<file path="src/rtl/btle_tx_framer_pkg.sv">
// Shared definitions for the BTLE transmit framer: FSM states, PHY modes and
// frame-structure constants.
package btle_tx_framer_pkg;

    typedef enum logic [1:0] {
        ST_IDLE      = 2'd0,
        ST_PRE_AA    = 2'd1,
        ST_PDU       = 2'd2,
        ST_WAIT_LAST = 2'd3
    } tx_state_t;

    localparam logic LE_1M = 1'b0;
    localparam logic LE_2M = 1'b1;

    localparam int unsigned PRE_AA_BITS_1M = 40;
    localparam int unsigned PRE_AA_BITS_2M = 48;
    localparam int unsigned HDR_OCTETS     = 2;

endpackage

</file>
<file path="src/rtl/btle_tx_framer_dpram.sv">
// Simple dual-port octet RAM: one write port, one registered read port
// (one-cycle read latency, read-during-write returns the old contents).
module dpram #(
    parameter int unsigned DATA_WIDTH    = 8,
    parameter int unsigned ADDRESS_WIDTH = 9
) (
    input  logic                     clk,
    input  logic                     write_enable,
    input  logic [ADDRESS_WIDTH-1:0] write_address,
    input  logic [DATA_WIDTH-1:0]    write_data,
    input  logic [ADDRESS_WIDTH-1:0] read_address,
    output logic [DATA_WIDTH-1:0]    read_data
);

    logic [DATA_WIDTH-1:0] mem [2**ADDRESS_WIDTH];

    always_ff @(posedge clk) begin
        if (write_enable) begin
            mem[write_address] <= write_data;
        end
        read_data <= mem[read_address];
    end

endmodule

</file>
<file path="src/rtl/btle_tx_framer.sv">
// BTLE transmit framer: serialises preamble, access address and a PDU held in
// an internal octet RAM into an LSB-first bit stream for LE 1M / LE 2M.
module btle_tx_framer
    import btle_tx_framer_pkg::*;
#(
    parameter int unsigned CLK_PER_BIT_1M = 16,
    parameter int unsigned PDU_ADDR_WIDTH = 9
) (
    input  logic                      clk,
    input  logic                      rst,
    input  logic                      phy_mode,
    input  logic [7:0]                preamble,
    input  logic [31:0]               access_address,
    input  logic [7:0]                len_mask,
    input  logic [PDU_ADDR_WIDTH-1:0] pdu_octet_mem_addr,
    input  logic [7:0]                pdu_octet_mem_data,
    input  logic                      pdu_octet_mem_we,
    input  logic                      tx_start,
    input  logic                      tx_abort,
    input  logic                      last_sample_done,
    output logic                      info_bit,
    output logic                      info_bit_valid,
    output logic                      info_bit_valid_last,
    output logic                      info_bit_pdu,
    output logic                      tx_busy,
    output logic                      tx_done
);

    localparam int unsigned     PH_W      = $clog2(CLK_PER_BIT_1M);
    localparam logic [PH_W-1:0] PH_MAX_1M = PH_W'(CLK_PER_BIT_1M - 1);
    localparam logic [PH_W-1:0] PH_MAX_2M = PH_W'(CLK_PER_BIT_1M / 2 - 1);

    tx_state_t                 state;
    tx_state_t                 state_nxt;
    logic [PH_W-1:0]           phase;
    logic [PH_W-1:0]           phase_nxt;
    logic                      bit_tick;
    logic                      pre_last;
    logic                      pdu_last;
    logic [11:0]               pdu_last_idx;
    logic                      mode_q;
    logic [7:0]                len_mask_q;
    logic [7:0]                len_q;
    logic [47:0]               pre_sr;
    logic [5:0]                pre_cnt;
    logic [11:0]               pdu_cnt;
    logic [6:0]                cur_oct;
    logic [PDU_ADDR_WIDTH-1:0] rd_addr;
    logic [7:0]                rd_data;

    dpram #(
        .DATA_WIDTH    (8),
        .ADDRESS_WIDTH (PDU_ADDR_WIDTH)
    ) u_pdu_mem (
        .clk           (clk),
        .write_enable  (pdu_octet_mem_we),
        .write_address (pdu_octet_mem_addr),
        .write_data    (pdu_octet_mem_data),
        .read_address  (rd_addr),
        .read_data     (rd_data)
    );

    assign tx_busy = (state != ST_IDLE);

    always_comb begin
        phase_nxt = (phase == ((mode_q == LE_2M) ? PH_MAX_2M : PH_MAX_1M)) ? '0 : phase + PH_W'(1);
        bit_tick  = (phase == '0);
        pre_last  = (mode_q == LE_2M) ? (pre_cnt == 6'(PRE_AA_BITS_2M - 1))
                                      : (pre_cnt == 6'(PRE_AA_BITS_1M - 1));
        // len_q is still 0 while the header is sent, so the last index cannot match early
        pdu_last_idx = ((12'(len_q) + 12'(HDR_OCTETS)) << 3) - 12'd1;
        pdu_last     = (pdu_cnt == pdu_last_idx);
    end

    always_ff @(posedge clk) begin
        if (rst) begin
            state <= ST_IDLE;
        end else begin
            state <= state_nxt;
        end
    end

    always_comb begin
        state_nxt = state;
        case (state)
            ST_IDLE:      if (tx_start)             state_nxt = ST_PRE_AA;
            ST_PRE_AA:    if (bit_tick && pre_last) state_nxt = ST_PDU;
            ST_PDU:       if (bit_tick && pdu_last) state_nxt = ST_WAIT_LAST;
            ST_WAIT_LAST: if (last_sample_done)     state_nxt = ST_IDLE;
            default:                                state_nxt = ST_IDLE;
        endcase
        if (tx_abort) begin
            state_nxt = ST_IDLE;
        end
    end

    // Outputs are registered: the bit is loaded on the phase-0 edge, so the
    // strobe is visible while phase equals 1.
    always_ff @(posedge clk) begin
        if (rst) begin
            phase               <= '0;
            mode_q              <= LE_1M;
            len_mask_q          <= '0;
            len_q               <= '0;
            pre_sr              <= '0;
            pre_cnt             <= '0;
            pdu_cnt             <= '0;
            cur_oct             <= '0;
            rd_addr             <= '0;
            info_bit            <= 1'b0;
            info_bit_valid      <= 1'b0;
            info_bit_valid_last <= 1'b0;
            info_bit_pdu        <= 1'b0;
            tx_done             <= 1'b0;
        end else begin
            info_bit_valid      <= 1'b0;
            info_bit_valid_last <= 1'b0;
            info_bit_pdu        <= 1'b0;
            tx_done             <= 1'b0;
            if (tx_abort) begin
                phase <= '0;
            end else begin
                case (state)
                    ST_IDLE: begin
                        if (tx_start) begin
                            mode_q     <= phy_mode;
                            len_mask_q <= len_mask;
                            len_q      <= '0;
                            pre_sr     <= (phy_mode == LE_2M) ? {access_address, preamble, preamble}
                                                              : {8'h00, access_address, preamble};
                            phase      <= '0;
                            pre_cnt    <= '0;
                            pdu_cnt    <= '0;
                            rd_addr    <= '0;
                        end
                    end
                    ST_PRE_AA: begin
                        phase <= phase_nxt;
                        if (bit_tick) begin
                            info_bit       <= pre_sr[0];
                            info_bit_valid <= 1'b1;
                            pre_sr         <= pre_sr >> 1;
                            pre_cnt        <= pre_cnt + 6'd1;
                        end
                    end
                    ST_PDU: begin
                        phase <= phase_nxt;
                        if (bit_tick) begin
                            info_bit_valid      <= 1'b1;
                            info_bit_pdu        <= 1'b1;
                            info_bit_valid_last <= pdu_last;
                            pdu_cnt             <= pdu_cnt + 12'd1;
                            // rd_data already holds this octet; advancing the address
                            // prefetches the next one during the remaining 7 bits
                            if (pdu_cnt[2:0] == 3'd0) begin
                                info_bit <= rd_data[0];
                                cur_oct  <= rd_data[7:1];
                                rd_addr  <= rd_addr + PDU_ADDR_WIDTH'(1);
                                if (pdu_cnt[11:3] == 9'(HDR_OCTETS - 1)) begin
                                    len_q <= rd_data & len_mask_q;
                                end
                            end else begin
                                info_bit <= cur_oct[0];
                                cur_oct  <= cur_oct >> 1;
                            end
                        end
                    end
                    ST_WAIT_LAST: begin
                        if (last_sample_done) begin
                            tx_done <= 1'b1;
                        end
                    end
                    default: ;
                endcase
            end
        end
    end

endmodule

</file>
<file path="config.mk">
export PLATFORM = sky130hd
export DESIGN_NAME = btle_tx_framer
export DESIGN_NICKNAME = d
export VERILOG_FILES = /design/src/rtl/btle_tx_framer_pkg.sv /design/src/rtl/btle_tx_framer_dpram.sv /design/src/rtl/btle_tx_framer.sv
export SDC_FILE = /design/constraint.sdc
export NUM_CORES = 2
export LEC_CHECK = 0
export CORE_MARGIN = 8
export CORE_UTILIZATION = 35
export CTS_BUF_LIST = sky130_fd_sc_hd__clkbuf_8
export DETAILED_ROUTE_END_ITERATION = 10
export SLEW_MARGIN = 20
export SYNTH_ARGS = -nofsm -noshare
export SYNTH_HDL_FRONTEND = slang
export SYNTH_SLANG_ARGS = --single-unit
</file>
<file path="constraint.sdc">
create_clock -name clk -period 3.7 [get_ports clk]
set_input_delay 0.37 -clock clk [delete_from_list [all_inputs] [get_ports clk]]
set_output_delay 0.37 -clock clk [all_outputs]
set_load 0.02 [all_outputs]
</file>
==> results_tabular.tex <==
\begin{tabular}{lr}
\hline
Metric & Value \\
\hline
\multicolumn{2}{l}{\textbf{Run status}} \\
Failing checks & negative setup slack \\
Result of the run & finished, violations left \\
\multicolumn{2}{l}{\textbf{Floorplan}} \\
Num rows & 251 \\
Top-Level Pins & 78 \\
Initial core utilization & 35.1\% \\
Width of the die & 701 µm \\
Core area & 467000 µm² \\
Area of the die & 491000 µm² \\
Die span in y & 701 µm \\
\multicolumn{2}{l}{\textbf{Synthesis}} \\
Post-Synthesis Net Count & 7679 \\
Post-synth ARST share & 0\% \\
Cell count after synthesis & 7594 \\
Average instance area after synthesis & 21.6 µm² \\
Primary flip-flop cell chosen by synthesis mapping & sky130\_fd\_sc\_hd\_\_edfxtp\_1 \\
Count of flip-flops with a built-in enable after synthesis & 4096 \\
Post-synth top area cell & sky130\_fd\_sc\_hd\_\_edfxtp\_1 \\
Total of warnings raised by yosys & 0 \\
Fraction of post-synthesis cell area in the top cell type by area & 75.0\% \\
Post-synth design cell area & 164000 µm² \\
Count of cell types in the netlist & 71 \\
Post-synthesis sequential element count & 4214 \\
Area contributors post-synth & sky130\_fd\_sc\_hd\_\_edfxtp\_1 75\%, sky130\_fd\_sc\_hd\_\_mux4\_2 16\%, sky130\_fd\_sc\_hd\_\_dfxtp\_1 1.4\% \\
Proportion of synthesized chip area in sequential cells & 76.4\% \\
\multicolumn{2}{l}{\textbf{Worst setup path}} \\
WP data required & 4740 ps \\
Critical path class & reg2reg \\
Worst reg2reg path startpoint & rd\_addr[0] \\
RR Endpoint & u\_pdu\_mem.read\_data[7] \\
Critical path peak fanout & 18 \\
Endpoint class of the critical path & flop \\
Worst-case reg-to-reg path depth & 10 \\
Arrival time at the worst endpoint & 4740 ps \\
Register-to-register path setup slack & -8 ps \\
Kind of launch point of the worst setup path & flop \\
\multicolumn{2}{l}{\textbf{GRT}} \\
Number of antenna violations at the first check in global routing & 34 \\
Overall routing resource usage & 18.1\% \\
Maximum number of pins on one net before global-route repair & 129 \\
First-pass GRT wire length & 647000 µm \\
GRT Residual Overflow & 0 \\
Number of global-route vias before repair & 87000 \\
\multicolumn{2}{l}{\textbf{Pwr}} \\
Clock Power Share & 38.6\% \\
Post-layout total power & 0.0930 W \\
Share of total power in combinational logic & 5.0\% \\
Switching power & 0.0210 W \\
PD cells & 482 nW/µm² \\
Static leakage & 60.4 nW \\
Net switching share of the total power & 22.6\% \\
Internal power contribution & 0.0720 W \\
Maximum ir drop on the vdd rail & 0.335 mV \\
Sequential power share & 56.5\% \\
\multicolumn{2}{l}{\textbf{Drt}} \\
Number of remaining DRC errors & 0 \\
Detailed-route wire length & 459000 µm \\
Starting DRC count in detailed routing & 10700 \\
Number of optimization iterations in the first detailed-route pass & 5 \\
Avg WL per Cell & 29.2 µm \\
Antenna violation net count after detailed routing & 0 \\
Detailed-route via count & 85000 \\
Number of vias per cell after detailed routing & 5.41 \\
\multicolumn{2}{l}{\textbf{Clock tree}} \\
Number of clock buffers inserted by TritonCTS & 661 \\
Total clock sinks & 4214 \\
Clock tree from TritonCTS & yes \\
Clock-pin slew on the worst setup and hold paths & 60 ps \\
Clock Root Buffer & sky130\_fd\_sc\_hd\_\_clkbuf\_8 \\
H-Tree Level Count & 6 \\
Worst-Skew Late Latency & 1210 ps \\
Max clock buf depth & 4 \\
\multicolumn{2}{l}{\textbf{Min path}} \\
HP Start & access\_address[18] \\
Hold-critical path endpoint & pre\_sr[34] \\
Worst min-delay path category & in2reg \\
Cell depth of the worst hold path & 5 \\
\multicolumn{2}{l}{\textbf{Layout}} \\
Fin area & 193000 µm² \\
Final layout net count & 9072 \\
Fillers & 40400 \\
Leading cell types in the layout, fill and taps excluded & 4096 x sky130\_fd\_sc\_hd\_\_edfxtp\_1, 1174 x sky130\_fd\_sc\_hd\_\_mux4\_2, 924 x sky130\_fd\_sc\_hd\_\_buf\_4 \\
Sequential cell area & 125000 µm² \\
Fraction of layout cells with a size suffix above 1 & 33.0\% \\
Area occupied by multi-input gates & 36600 µm² \\
Leading cell type in the layout, fill and taps excluded & sky130\_fd\_sc\_hd\_\_edfxtp\_1 \\
Area growth syn-to-layout & 17.6\% \\
Post-route non-filler standard cell count & 15700 \\
\multicolumn{2}{l}{\textbf{Timing}} \\
Final period demand of the worst path & 3710 ps \\
Number of hold violations in the final report & 0 \\
Final critical-path setup slack & -7.55 ps \\
Count of pins over their slew limit & 0 \\
Remaining max-slew budget at the tightest pin & 21.7\% \\
Transition at the pin with the smallest max-transition slack & 1140 ps \\
Highest clock frequency the design can meet & 0.270 GHz \\
RSZ-0062 raised after global routing & yes \\
Post-route fraction of the period consumed by the critical path & 100\% \\
Count of endpoints failing setup in the final report & 1 \\
Post-Route Skew & 94.4 ps \\
\multicolumn{2}{l}{\textbf{Job}} \\
Maximum Capacitance Violations & 0 \\
\multicolumn{2}{l}{\textbf{Place}} \\
Count of buffers from port buffering & 77 \\
Final weighted congestion in routability-driven placement & 0.847 \\
DP Cell Count & 14400 \\
Post-DP HPWL & 292000 µm \\
Total cell area at the placement stage & 180000 µm² \\
\hline
\end{tabular}
[worst max-delay path by stage]
stage               startpoint                endpoint  slack [ps]  cells after the start
floorplan           rd_addr[1]  u_pdu_mem.read_data[1]         920                     10
global placement    rd_addr[0]  u_pdu_mem.read_data[3]        -620                     12
detailed placement  rd_addr[0]  u_pdu_mem.read_data[3]        -480                     12
CTS                 rd_addr[0]  u_pdu_mem.read_data[7]         -60                     12
global route        rd_addr[0]  u_pdu_mem.read_data[7]         -40                     12
finish              rd_addr[0]  u_pdu_mem.read_data[7]          -8                     10
[stage by stage]
step / util [%] / hold slack (ps) / TNS (ps) / worst slack, ps
floorplan: - / 431 / 0 / 917
global placement: 38.5 / 439 / -2670 / -616
detailed placement: 38.5 / 444 / -2230 / -478
CTS: 41.2 / 10.4 / -122 / -63.6
global route: 41.3 / 92.8 / -42.4 / -42.4
finish: 41.3 / 170 / -7.55 / -7.55
[timing repair]
action | CTS | global route
setup buffers | 0 | 9
gates cloned | 1 | 4
hold buffers | 61 | 0
gates resized for setup | 36 | 21
endpoints found under the hold margin | 2353 | 0
endpoints found under the setup margin | 7 | 8
pin swaps | 1 | 3
[power groups by stage]
stage	sequential [W]	combinational, W	clock [W]
after detailed placement	0.0535	0.00450	0
after floorplan	0.0535	0.00243	0
after global placement	0.0535	0.00440	0
after global routing	0.0525	0.00487	0.0385
after CTS	0.0525	0.00460	0.0366
final	0.0525	0.00461	0.0359
[flip-flops by register name, indices dropped and copies added (netlist names), 2 cells and up]
signal / flops
state: 2
len_q: 8
pre_cnt: 6
cur_oct: 7
pdu_cnt: 12
rd_addr: 9
pre_sr: 48
phase: 4
u_pdu_mem.mem: 4096
u_pdu_mem.read_data: 8
len_mask_q: 8
[worst max-delay path: stages, from the launching register on]
cell	delay, ps
sky130_fd_sc_hd__dfxtp_4	460
sky130_fd_sc_hd__buf_16	220
sky130_fd_sc_hd__buf_16	250
sky130_fd_sc_hd__buf_12	240
sky130_fd_sc_hd__mux4_2	570
sky130_fd_sc_hd__mux4_2	540
sky130_fd_sc_hd__a22oi_2	350
sky130_fd_sc_hd__buf_4	220
sky130_fd_sc_hd__a211o_1	170
sky130_fd_sc_hd__o311ai_1	230
sky130_fd_sc_hd__o32a_1	240
[routing by layer]
metal,vias up,global-route usage (%),part of all wire (%)
li1,34700,-,-
met1,45300,24.5,40
met3,733,4.55,9.9
met2,4260,28.8,47
met5,-,0,0.0089
met4,6,5.59,3.1
[area by class of cell]
type                    count  area share, %
flip-flops and latches   4214           65.0
multi-input cells        2891           19.0
repair buffers           1203           5.81
clock buffers             670           4.78
well taps                6198           4.02
clock inverters           496           1.33
inverters                  16         0.0350
diodes                     12         0.0156
[cells in the mapped netlist, drive strengths merged (21+ instances only)]
| master | instances |
|---|---|
| a21oi | 101 |
| edfxtp | 4096 |
| dfxtp | 118 |
| o21ai | 73 |
| a22oi | 69 |
| nand2 | 222 |
| nor3 | 33 |
| mux2i | 194 |
| nor2 | 627 |
| a221oi | 21 |
| xor2 | 21 |
| a211oi | 39 |
| nand3 | 35 |
| mux4 | 1174 |
| o221ai | 23 |
| clkbuf | 220 |
| buf | 253 |
[kinds of logic (layout without fill, tap and decap cells)]
group | count (synthesis) | count (layout) | synth area share [%]
buffers and inverters | 489 | 2385 | 1.47
other | 0 | 12 | 0
and+or+nand+nor | 1023 | 1023 | 2.58
xor gates and xnor gates | 33 | 33 | 0.185
DFF | 4214 | 4214 | 76.4
AOI/OAI and AO/OA | 444 | 444 | 1.84
adders and majority gates | 13 | 13 | 0.0992
muxes | 1378 | 1378 | 17.4
(Power assumes the default switching activity.)
